**src/rtl/epoch_sched_pkg.sv**
```systemverilog
// Shared state encoding and default dataset geometry for the epoch
// scheduler, LR lookup and training datapath.
package epoch_sched_pkg;

   typedef enum logic [1:0] {
      ST_IDLE,
      ST_RUN,
      ST_DONE
   } sched_state_e;

   localparam int EPOCH_MAX_DEF         = 24;
   localparam int SAMPLES_PER_EPOCH_DEF = 100;

   // Width needed to hold 0..n-1, never less than one bit.
   function automatic int min1_clog2(input int n);
      return (n <= 1) ? 1 : $clog2(n);
   endfunction

endpackage

```
**src/rtl/epoch_scheduler_wrap_counter.sv**
```systemverilog
// Modulo-MOD up counter with synchronous clear and a wrap flag that is
// high in the cycle an increment rolls the count from MOD-1 back to 0.
module wrap_counter
   import epoch_sched_pkg::*;
#(
   parameter int MOD = 4,
   parameter int W   = 2
) (
   input  logic         clk,
   input  logic         rst,
   input  logic         inc,
   input  logic         clr,
   output logic [W-1:0] cnt,
   output logic         wrap
);

   localparam logic [W-1:0] LAST = W'(MOD - 1);

   logic [W-1:0] cnt_q;
   logic [W-1:0] cnt_d;

   // Exact compare against MOD-1: MOD need not be a power of two.
   assign wrap = inc && (cnt_q == LAST);
   assign cnt  = cnt_q;

   always_comb begin
      cnt_d = cnt_q;
      if (clr || wrap) begin
         cnt_d = '0;
      end else if (inc) begin
         cnt_d = cnt_q + 1'b1;
      end
   end

   always_ff @(posedge clk or posedge rst) begin
      if (rst) begin
         cnt_q <= '0;
      end else begin
         cnt_q <= cnt_d;
      end
   end

endmodule

```
**src/rtl/epoch_scheduler.sv**
```systemverilog
// Training-loop sequencer: walks epochs x samples on a req/ack handshake.
// Optional abort input/aborted output when EPOCH_SCHED_ABORT_EN is defined.
module epoch_scheduler
   import epoch_sched_pkg::*;
#(
   parameter int EPOCH_MAX         = EPOCH_MAX_DEF,
   parameter int SAMPLES_PER_EPOCH = SAMPLES_PER_EPOCH_DEF,
   parameter int EW                = min1_clog2(EPOCH_MAX + 1),
   parameter int SW                = min1_clog2(SAMPLES_PER_EPOCH)
) (
   input  logic          clk,
   input  logic          rst,
   input  logic          start,
   input  logic          sample_ack,
`ifdef EPOCH_SCHED_ABORT_EN
   input  logic          abort,
   output logic          aborted,
`endif
   output logic          sample_req,
   output logic [SW-1:0] sample_idx,
   output logic [EW-1:0] epoch,
   output logic          epoch_first,
   output logic          busy,
   output logic          done
);

   localparam logic [EW-1:0] EPOCH_LAST  = EW'(EPOCH_MAX);
   localparam logic [SW-1:0] SAMPLE_LAST = SW'(SAMPLES_PER_EPOCH - 1);

   sched_state_e  state_q, state_d;
   logic          req_q, req_d;
   logic          busy_q, busy_d;
   logic          done_q, done_d;
   logic [EW-1:0] epoch_q, epoch_d;
   logic [SW-1:0] idx;
   logic          hs, fin, inc, clr, wrap, abort_hit;

`ifdef EPOCH_SCHED_ABORT_EN
   logic abt_q, abt_d;
   assign abort_hit = abort && (state_q == ST_RUN);
   assign aborted   = abt_q;
`else
   assign abort_hit = 1'b0;
`endif

   assign hs  = req_q && sample_ack;
   assign fin = hs && (epoch_q == EPOCH_LAST) && (idx == SAMPLE_LAST);
   // The final handshake leaves the indices at their last values.
   assign inc = hs && !fin && !abort_hit;
   assign clr = abort_hit || (state_q == ST_DONE);

   wrap_counter #(
      .MOD (SAMPLES_PER_EPOCH),
      .W   (SW)
   ) u_sample_cnt (
      .clk  (clk),
      .rst  (rst),
      .inc  (inc),
      .clr  (clr),
      .cnt  (idx),
      .wrap (wrap)
   );

   always_comb begin
      state_d = state_q;
      req_d   = req_q;
      busy_d  = busy_q;
      done_d  = 1'b0;
      epoch_d = epoch_q;
`ifdef EPOCH_SCHED_ABORT_EN
      abt_d   = 1'b0;
`endif
      if (clr) begin
         epoch_d = '0;
      end else if (wrap) begin
         epoch_d = epoch_q + 1'b1;
      end
      unique case (state_q)
         ST_IDLE: begin
            if (start) begin
               state_d = ST_RUN;
               req_d   = 1'b1;
               busy_d  = 1'b1;
            end
         end
         ST_RUN: begin
            if (abort_hit) begin
               state_d = ST_IDLE;
               req_d   = 1'b0;
               busy_d  = 1'b0;
`ifdef EPOCH_SCHED_ABORT_EN
               abt_d   = 1'b1;
`endif
            end else if (fin) begin
               state_d = ST_DONE;
               req_d   = 1'b0;
               done_d  = 1'b1;
            end
         end
         ST_DONE: begin
            state_d = ST_IDLE;
            busy_d  = 1'b0;
         end
         default: begin
            state_d = ST_IDLE;
            req_d   = 1'b0;
            busy_d  = 1'b0;
         end
      endcase
   end

   always_ff @(posedge clk or posedge rst) begin
      if (rst) begin
         state_q <= ST_IDLE;
         req_q   <= 1'b0;
         busy_q  <= 1'b0;
         done_q  <= 1'b0;
         epoch_q <= '0;
`ifdef EPOCH_SCHED_ABORT_EN
         abt_q   <= 1'b0;
`endif
      end else begin
         state_q <= state_d;
         req_q   <= req_d;
         busy_q  <= busy_d;
         done_q  <= done_d;
         epoch_q <= epoch_d;
`ifdef EPOCH_SCHED_ABORT_EN
         abt_q   <= abt_d;
`endif
      end
   end

   assign sample_req  = req_q;
   assign sample_idx  = idx;
   assign epoch       = epoch_q;
   assign epoch_first = req_q && (idx == '0);
   assign busy        = busy_q;
   assign done        = done_q;

endmodule
```
**config.mk**
```make
export PLATFORM = sky130hd
export DESIGN_NAME = epoch_scheduler
export DESIGN_NICKNAME = d
export VERILOG_FILES = /design/src/rtl/epoch_sched_pkg.sv /design/src/rtl/epoch_scheduler_wrap_counter.sv /design/src/rtl/epoch_scheduler.sv
export SDC_FILE = /design/constraint.sdc
export NUM_CORES = 1
export LEC_CHECK = 0
export CAP_MARGIN = 20
export CORE_MARGIN = 2
export CORE_UTILIZATION = 45
export DETAILED_ROUTE_END_ITERATION = 7
export MAX_ROUTING_LAYER = met4
export PLACE_DENSITY = 0.78
export SYNTH_ARGS = -nofsm -noshare
export SYNTH_HDL_FRONTEND = slang
export SYNTH_SLANG_ARGS = --single-unit
```
**constraint.sdc**
```tcl
create_clock -name clk -period 2 [get_ports clk]
set_clock_uncertainty 0.1 [all_clocks]
set_input_delay 0.5 -clock clk [delete_from_list [all_inputs] [get_ports clk]]
set_output_delay 0.5 -clock clk [all_outputs]
set_load 0.005 [all_outputs]
```
Word-level counts from Yosys, hierarchy flattened
Index checks and enable logic that the tools add are counted.
{"block": "classes", "n_addsub": 2, "n_eq_ne": 6, "muxes": 13, "bitwise_logic": 2, "n_reduce_logical": 15}
{"operator": "$mux W7", "count": 2}
{"operator": "$mux W5", "count": 2}
{"operator": "$add A7 B1 Y7 const B", "count": 1}
{"operator": "$eq A7 B7 Y1 const B", "count": 1}
{"operator": "$logic_not A7 Y1", "count": 1}
{"operator": "$logic_and A1 B1 Y1", "count": 6}
{"operator": "$add A5 B1 Y5 const B", "count": 1}
{"operator": "$eq A5 B5 Y1 const B", "count": 1}
{"operator": "$mux W1", "count": 4}
{"operator": "$mux W2", "count": 2}
{"operator": "$ne A2 B2 Y1 const B", "count": 2}
{"operator": "$pmux W2 S2", "count": 1}
{"operator": "$reduce_and A2 Y1", "count": 2}
{"operator": "$reduce_bool A2 Y1", "count": 2}
{"operator": "$pmux W1 S3", "count": 1}
{"operator": "$reduce_and A3 Y1", "count": 1}
{"operator": "$eq A2 B1 Y1 const B", "count": 1}
{"operator": "$eq A2 B2 Y1 const B", "count": 1}
{"operator": "$logic_not A2 Y1", "count": 1}
{"operator": "$not A1 Y1", "count": 2}
{"operator": "$pmux W1 S2", "count": 1}
{"operator": "$logic_not A1 Y1", "count": 1}
{"operator": "$logic_or A1 B1 Y1", "count": 1}
{"block": "totals", "regBits": 17, "in_bits": 4, "output_inout_bits": 16, "elab_cells": 44}

Longest topological paths before layout
Gate-level depths: netlist of run 1.
{"block": "logic_depth", "ltp_word": 8, "depth_mapped": 5, "ltp_nobuf": 5}

Hierarchy
From an unflattened synthesis of run 1, not the netlist that was laid out.
{"block": "unflattened", "cells_unflattened": 83, "area_unflattened_um2": 857.1}
{"module": "epoch_scheduler", "instances": 1, "cells_per_inst": 50, "area_each_um2": 504.2, "seq_area_each_um2": 250.2}
{"module": "wrap_counter", "instances": 1, "cells_per_inst": 33, "area_each_um2": 352.8, "seq_area_each_um2": 175.2}

Least setup slack after synthesis of run 1
No wires, ideal clock.
{"block": "synth_path", "kind": "register -> output", "startpoint": "register u_sample_cnt.cnt_q[3], in the netlist u_sample_cnt.cnt[3]", "endpoint": "output epoch_first", "t_arrival_ps": 1199, "t_required_ps": 1400, "setup_slack_ps": 201, "path_stages_with_launch": 3, "n_path_buf": 0, "path_cell_list": "dfrtp_1 or3_2 nor4_1"}
{"block": "synth_between", "elab_chain_cells": 2}
{"element": "from (decl)", "line": "epoch_scheduler_wrap_counter.sv:19", "source": "logic [W-1:0] cnt_q;"}
{"element": "from (signal assigned)", "line": "epoch_scheduler_wrap_counter.sv:39", "source": "cnt_q <= cnt_d;"}
{"element": "$logic_not A7 Y1", "line": "epoch_scheduler.sv:137", "source": "assign epoch_first = req_q && (idx == '0);"}
{"element": "$logic_and A1 B1 Y1", "line": "epoch_scheduler.sv:137"}
{"element": "to (decl)", "line": "epoch_scheduler.sv:22", "source": "output logic epoch_first,"}
Every way passes these cells.

Final worst setup path of run 1
{"block": "layout_path", "startpoint": "register u_sample_cnt.cnt_q[4], in the netlist u_sample_cnt.cnt[4]", "endpoint": "output epoch_first"}
Same word-level chain as after synthesis.

==> results of run 1 <==
[state kept, by name, summed over array words and instances, names as in the netlist]
register,count
sample_req,1
done,1
epoch,5
busy,1
state_q,2
u_sample_cnt.cnt,7
[where the power goes]
group          switching (W)  internal, W
clock network       0.000114    0.0000747
logic               0.000237     0.000258
registers          0.0000333     0.000399
total               0.000385     0.000732
[layout make-up]
class | count | area, µm² | share of cell area
clock inverter | 1 | 5.00 | 0.00366
sequential | 17 | 425 | 0.311
tap | 28 | 35.0 | 0.0256
clock buffer | 3 | 22.5 | 0.0165
multi-input combinational | 77 | 587 | 0.429
timing repair buffer | 29 | 267 | 0.195
inverter | 7 | 26.3 | 0.0192
[layout by cell type, fill, tap and decap left out, types with 2 or more instances in the layout]
master	n
sky130_fd_sc_hd__a21oi_1	6
sky130_fd_sc_hd__nor2_1	2
sky130_fd_sc_hd__buf_4	9
sky130_fd_sc_hd__nand3_1	6
sky130_fd_sc_hd__o21ai_0	5
sky130_fd_sc_hd__or3_1	4
sky130_fd_sc_hd__mux2i_1	5
sky130_fd_sc_hd__nor3_2	2
sky130_fd_sc_hd__nand2b_1	3
sky130_fd_sc_hd__nand4_1	2
sky130_fd_sc_hd__clkbuf_4	3
sky130_fd_sc_hd__ha_1	4
sky130_fd_sc_hd__or2b_2	2
sky130_fd_sc_hd__nand2_1	12
sky130_fd_sc_hd__a211oi_1	3
sky130_fd_sc_hd__clkdlybuf4s50_1	17
sky130_fd_sc_hd__nor3b_1	3
sky130_fd_sc_hd__nor3_1	2
sky130_fd_sc_hd__nor3_4	2
sky130_fd_sc_hd__dfrtp_1	17
sky130_fd_sc_hd__inv_1	7
[metrics by stage]
| step | cell area [µm²] | instances |
|---|---|---|
| after floorplan | 1070 | 104 |
| after global placement | 1340 | 158 |
| after detailed placement | 1340 | 158 |
| after CTS | 1360 | 162 |
| after global routing | 1370 | 162 |
| final | 1370 | 162 |
[per-layer routing]
| metal | wire [µm] | global-route usage | vias up |
|---|---|---|---|
| met2 | 1200 | 0.340 | 40 |
| met5 | 0 | - | - |
| li1 | - | - | 441 |
| met1 | 1030 | 0.259 | 440 |
| met4 | 61 | 0.107 | 0 |
| met3 | 141 | 0.0257 | 7 |
[what timing repair did]
action                     in CTS  in global routing
gates resized for setup         5                  2
setup endpoints to repair       1                  3
pin swaps                       2                  0
setup buffers                   0                  0
[cell families after synthesis]
family | Yosys count | share of synthesized area
AND/OR/NAND/NOR | 48 | 0.317
AO/OA/AOI/OAI | 20 | 0.135
buffers and inverters | 10 | 0.0562
multiplexers | 5 | 0.0468
adder cells (fa/ha/maj) | 4 | 0.0468
flip-flops | 17 | 0.398
[worst min path at each step]
stage	slack [ns]	endpoint	from	depth (start not counted)
floorplan	0.33	busy$_DFFE_PP0P_	rst	1
global placement	0.39	busy$_DFFE_PP0P_	busy$_DFFE_PP0P_	2
detailed placement	0.41	busy$_DFFE_PP0P_	busy$_DFFE_PP0P_	2
CTS	0.34	epoch[2]$_DFFE_PP0P_	rst	2
global route	0.34	epoch[2]$_DFFE_PP0P_	rst	2
finish	0.33	epoch[2]$_DFFE_PP0P_	rst	2
==> summary.md, run 1 <==
| Metric | Value |
|---|---|
| Root buffer cell | `sky130_fd_sc_hd__clkbuf_4` |
| Global placer's final weighted congestion | `0.864` |
| Status | `finished clean` |
| Post-synth top area share | `0.398` |
| PD cells | `816 mW/mm²` |
| Worst flop-to-flop path endpoint | `epoch[2]$_DFFE_PP0P_` |
| Worst endpoint data arrival time | `1.39 ns` |
| Final WL | `2430 µm` |
| Most frequently used cell type in the post-synthesis netlist | `sky130_fd_sc_hd__dfrtp_1` |
| I/O pin cnt | `20` |
| CP top delay family | `simple AND/OR/NAND/NOR gates` |
| Number of distinct library cells after synthesis | `33` |
| Measured slew at the worst slew-check pin | `0.338 ns` |
| Die Span X | `52.7 µm` |
| Worst slack at placement | `-0.222 ns` |
| Utilization of the core after routing | `0.612` |
| Count of H-tree levels built during CTS | `1` |
| Post-Syn Nets | `112` |
| Via density per instance | `5.73` |
| Sequential-to-total area share from yosys stat | `0.398` |
| WP buf/inv | `1` |
| Endpoint of the most critical setup path | `epoch_first` |
| PortBufs | `19` |
| Fraction of layout cells with a size suffix above 1 | `0.201` |
| Total power | `0.00112 W` |
| Max frequency | `503 MHz` |
| Shortest period the worst path allows | `1.99 ns` |
| Number of hold buffers added after CTS | `0` |
| Crit path launch | `u_sample_cnt.cnt[4]$_DFFE_PP0P_` |
| Flops & latches, synth | `17` |
| Worst Setup End Kind | `output port` |
| Cell Area, Synth | `0.00107 mm²` |
| Startpoint of the most critical register-to-register path | `u_sample_cnt.cnt[3]$_DFFE_PP0P_` |
| Critical path cell sequence | `or3_4, nor4_1, buf_2` |
| RSZ-0062 raised after global routing | `true` |
| DRC marker count from the first detailed-route iteration | `17` |
| Maximum cell stage delay along the critical path | `0.39 ns` |
| Worst EP required | `1.40 ns` |
| CTS clk-pin slew, worst paths | `0.10 ns` |
| Routed length per instance | `15.0 µm` |
| Remaining Overflow, GRT | `0` |
| Fill cells | `196` |
| Net count of the finished layout | `143` |
| Core outline area | `0.00223 mm²` |
| Async set-reset flop share out of synthesis | `1.00` |
| Number of cells on the worst reg-to-reg path | `4` |
| Via count | `928` |
| Cell leakage power | `0.610 nW` |
| # diodes | `0` |
| Tot GR Track Use | `0.211` |
| Number of enable flip-flop cells after synthesis | `0` |
| DRC | `0` |
| Number of setup violations in the final report | `0` |
| Max stage delay cell, worst path | `sky130_fd_sc_hd__dfrtp_1` |
| Number of rows created at floorplan | `17` |
| Post-Route Setup TNS | `0 ns` |
| Synth top cells by count | `sky130_fd_sc_hd__dfrtp_1 (17), sky130_fd_sc_hd__nand2_1 (12), sky130_fd_sc_hd__inv_1 (7)` |
| Number of buffers added by the clock tree synthesis step | `3` |
| Later-pin clock latency in the skew report | `0.30 ns` |
| Antenna viol nets, final | `0` |
| PnR worst setup slack | `0.0109 ns` |
| Number of synthesis warnings | `0` |
| Area grow syn2layout | `28.0%` |
| Pin count of the biggest net entering global routing | `14` |
| Antenna violations before repair | `0` |
| First-pass DRT Iterations | `4` |
| Setup slack on the worst flop-to-flop path | `0.18 ns` |
| Initial core utilization | `0.478` |
| Final hold violation count | `0` |
| Element type at the critical path start | `flop` |
| Critical path type | `flop to output port` |
| Critical path depth in cells | `3` |
| Synthesized area per cell | `10.3 µm²` |
| Area of the die | `0.00278 mm²` |
| Vias in the first global route | `882` |
| Max-capacitance violation count | `0` |
| Slew Limit Fails | `0` |
| Worst hold path class | `input port to asynchronous set/reset pin` |
| Clock Path Buffers | `2` |
| Hold slack | `0.333 ns` |
| Synthesized netlist cell count | `104` |
| Clock sink total | `17` |
| Biggest area contributors in the synthesized netlist | `sky130_fd_sc_hd__dfrtp_1 (40%), sky130_fd_sc_hd__ha_1 (4.7%), sky130_fd_sc_hd__mux2i_1 (4.7%)` |
| Normalized max-slew margin | `0.774` |
| DP HPWL | `1840 µm` |
| IR Drop Worst-Case VDD | `0.550 mV` |
| Final critical-path share of the clock period | `0.995` |
| Critical-path maximum fanout | `2` |
| Ys flop type | `sky130_fd_sc_hd__dfrtp_1` |
| Wire length of the first global-routing pass | `4100 µm` |
| TritonCTS clock tree | `yes` |
| Die height | `52.7 µm` |
| Cell accounting for the most synthesized area | `sky130_fd_sc_hd__dfrtp_1` |
No activity file was read; power rests on OpenSTA's default activity.
==> inputs of run 2 (changes only) <==
GPL_TIMING_DRIVEN = 0   (was unset)
==> summary.md, run 2 (same netlist as run 1, synthesis figures left out) <==
| Metric | Value |
|---|---|
| Tot GR Track Use | `0.203` |
| Worst hold path class | `flop to flop` |
| Clock sink total | `17` |
| WP buf/inv | `1` |
| RSZ-0062 raised after global routing | `true` |
| Number of hold buffers added after CTS | `0` |
| Commonest non-fill, non-tap cell in the layout | `sky130_fd_sc_hd__clkdlybuf4s50_1` |
| Die height | `52.7 µm` |
| Via density per instance | `5.71` |
| Maximum cell stage delay along the critical path | `0.43 ns` |
| Area of the die | `0.00278 mm²` |
| Pin count of the biggest net entering global routing | `18` |
| Critical path type | `flop to output port` |
| Worst Setup End Kind | `output port` |
| Max-capacitance violation count | `0` |
| IR Drop Worst-Case VDD | `0.471 mV` |
| Flip-flop count of the largest register after layout | `7` |
| Worst slack at placement | `-0.358 ns` |
| Net count of the finished layout | `143` |
| Wire length of the first global-routing pass | `4020 µm` |
| PortBufs | `19` |
| Critical-path maximum fanout | `3` |
| Die Span X | `52.7 µm` |
| PD cells | `814 mW/mm²` |
| Number of rows created at floorplan | `17` |
| CTS clk-pin slew, worst paths | `0.10 ns` |
| Status | `finished, violations left` |
| Hold slack | `0.417 ns` |
| Antenna violations before repair | `0` |
| I/O pin cnt | `20` |
| Routed length per instance | `14.8 µm` |
| Final critical-path share of the clock period | `1.01` |
| Global placer's final weighted congestion | `0.915` |
| Fraction of layout cells with a size suffix above 1 | `0.261` |
| # diodes | `0` |
| Violations in the final reports | `negative setup slack` |
| Area grow syn2layout | `29.7%` |
| Worst endpoint data arrival time | `1.42 ns` |
| Commonest non-fill, non-tap cells in the layout | `sky130_fd_sc_hd__clkdlybuf4s50_1 (18), sky130_fd_sc_hd__nand2_1 (12), sky130_fd_sc_hd__dfrtp_1 (11)` |
| Final hold violation count | `0` |
| DRC marker count from the first detailed-route iteration | `20` |
| Measured slew at the worst slew-check pin | `0.640 ns` |
| Vias in the first global route | `919` |
| Count of H-tree levels built during CTS | `1` |
| Slew Limit Fails | `0` |
| Worst EP required | `1.40 ns` |
| Critical path cell sequence | `or3_4, nor4_2, buf_2` |
| Max stage delay cell, worst path | `sky130_fd_sc_hd__dfrtp_2` |
| PnR worst setup slack | `-0.0175 ns` |
| Via count | `925` |
| TritonCTS clock tree | `yes` |
| Clock Path Buffers | `2` |
| Shortest period the worst path allows | `2.02 ns` |
| Root buffer cell | `sky130_fd_sc_hd__clkbuf_4` |
| First-pass DRT Iterations | `4` |
| Cell leakage power | `0.593 nW` |
| Core outline area | `0.00223 mm²` |
| Remaining Overflow, GRT | `0` |
| Number of buffers added by the clock tree synthesis step | `3` |
| CP top delay family | `simple AND/OR/NAND/NOR gates` |
| Normalized max-slew margin | `0.573` |
| DP HPWL | `1600 µm` |
| Number of setup violations in the final report | `1` |
| Max frequency | `496 MHz` |
| Final WL | `2400 µm` |
| Element type at the critical path start | `flop` |
| Antenna viol nets, final | `0` |
| Initial core utilization | `0.478` |
| DRC | `0` |
| Later-pin clock latency in the skew report | `0.29 ns` |
==> run 2: repair_timing <==
action	CTS	global route
setup endpoints to repair	1	2
pin swaps	1	0
gates resized for setup	11	2
setup buffers	3	4
==> run 2: worst paths after layout <==
| kind | from | end | slack (ns) | depth (start not counted) |
|---|---|---|---|---|
| hold / removal | busy$_DFFE_PP0P_ | busy$_DFFE_PP0P_ | 0.42 | 2 |
| setup / recovery | u_sample_cnt.cnt[3]$_DFFE_PP0P_ | epoch_first | -0.02 | 3 |
| max in group asynchronous | rst | u_sample_cnt.cnt[5]$_DFFE_PP0P_ | 0.87 | 2 |
| hold reg to reg | busy$_DFFE_PP0P_ | busy$_DFFE_PP0P_ | 0.42 | 2 |
| setup reg to reg | u_sample_cnt.cnt[3]$_DFFE_PP0P_ | epoch[2]$_DFFE_PP0P_ | 0.11 | 5 |
| min in group asynchronous | rst | epoch[4]$_DFFE_PP0P_ | 0.48 | 2 |
==> run 2: cell type report <==
| cell class | count | area, µm² |
|---|---|---|
| Buffer | 3 | 33.8 |
| Clock buffer | 3 | 22.5 |
| Clock inverter | 1 | 5.00 |
| Fill cell | 198 | 847 |
| Inverter | 7 | 26.3 |
| Multi-Input combinational cell | 77 | 593 |
| Sequential cell | 17 | 433 |
| Tap cell | 28 | 35.0 |
| Timing Repair Buffer | 26 | 238 |
==> run 2: where the power goes <==
group          switching [W]  internal (W)
Combinational       0.000203      0.000256
Clock               0.000109     0.0000744
Sequential         0.0000775      0.000408
Total               0.000390      0.000738
==> run 2: worst min-delay path: stages, from the launching register on <==
cell and delay (ns):
sky130_fd_sc_hd__dfrtp_1 0.36, sky130_fd_sc_hd__a21oi_1 0.04, sky130_fd_sc_hd__nor2_1 0.08
==> run 2: stage by stage <==
step	power, W	util	TNS (ns)	cell area, µm²	instances
CTS	0.00107	0.607	0	1360	158
floorplan	0.000650	-	0	1070	104
finish	0.00113	0.621	-0.0175	1390	162
global route	0.00120	0.621	-0.104	1390	162
detailed placement	0.000826	0.579	-0.983	1290	151
global placement	0.000814	0.579	-0.656	1290	151
==> run 2: layer usage <==
| metal | routed length (µm) | global-route usage | vias to the layer above |
|---|---|---|---|
| met3 | 116 | 0.0429 | 4 |
| met2 | 1220 | 0.356 | 32 |
| met1 | 1040 | 0.242 | 443 |
| met5 | 0 | - | - |
| met4 | 18 | 0.0342 | 0 |
| li1 | - | - | 446 |
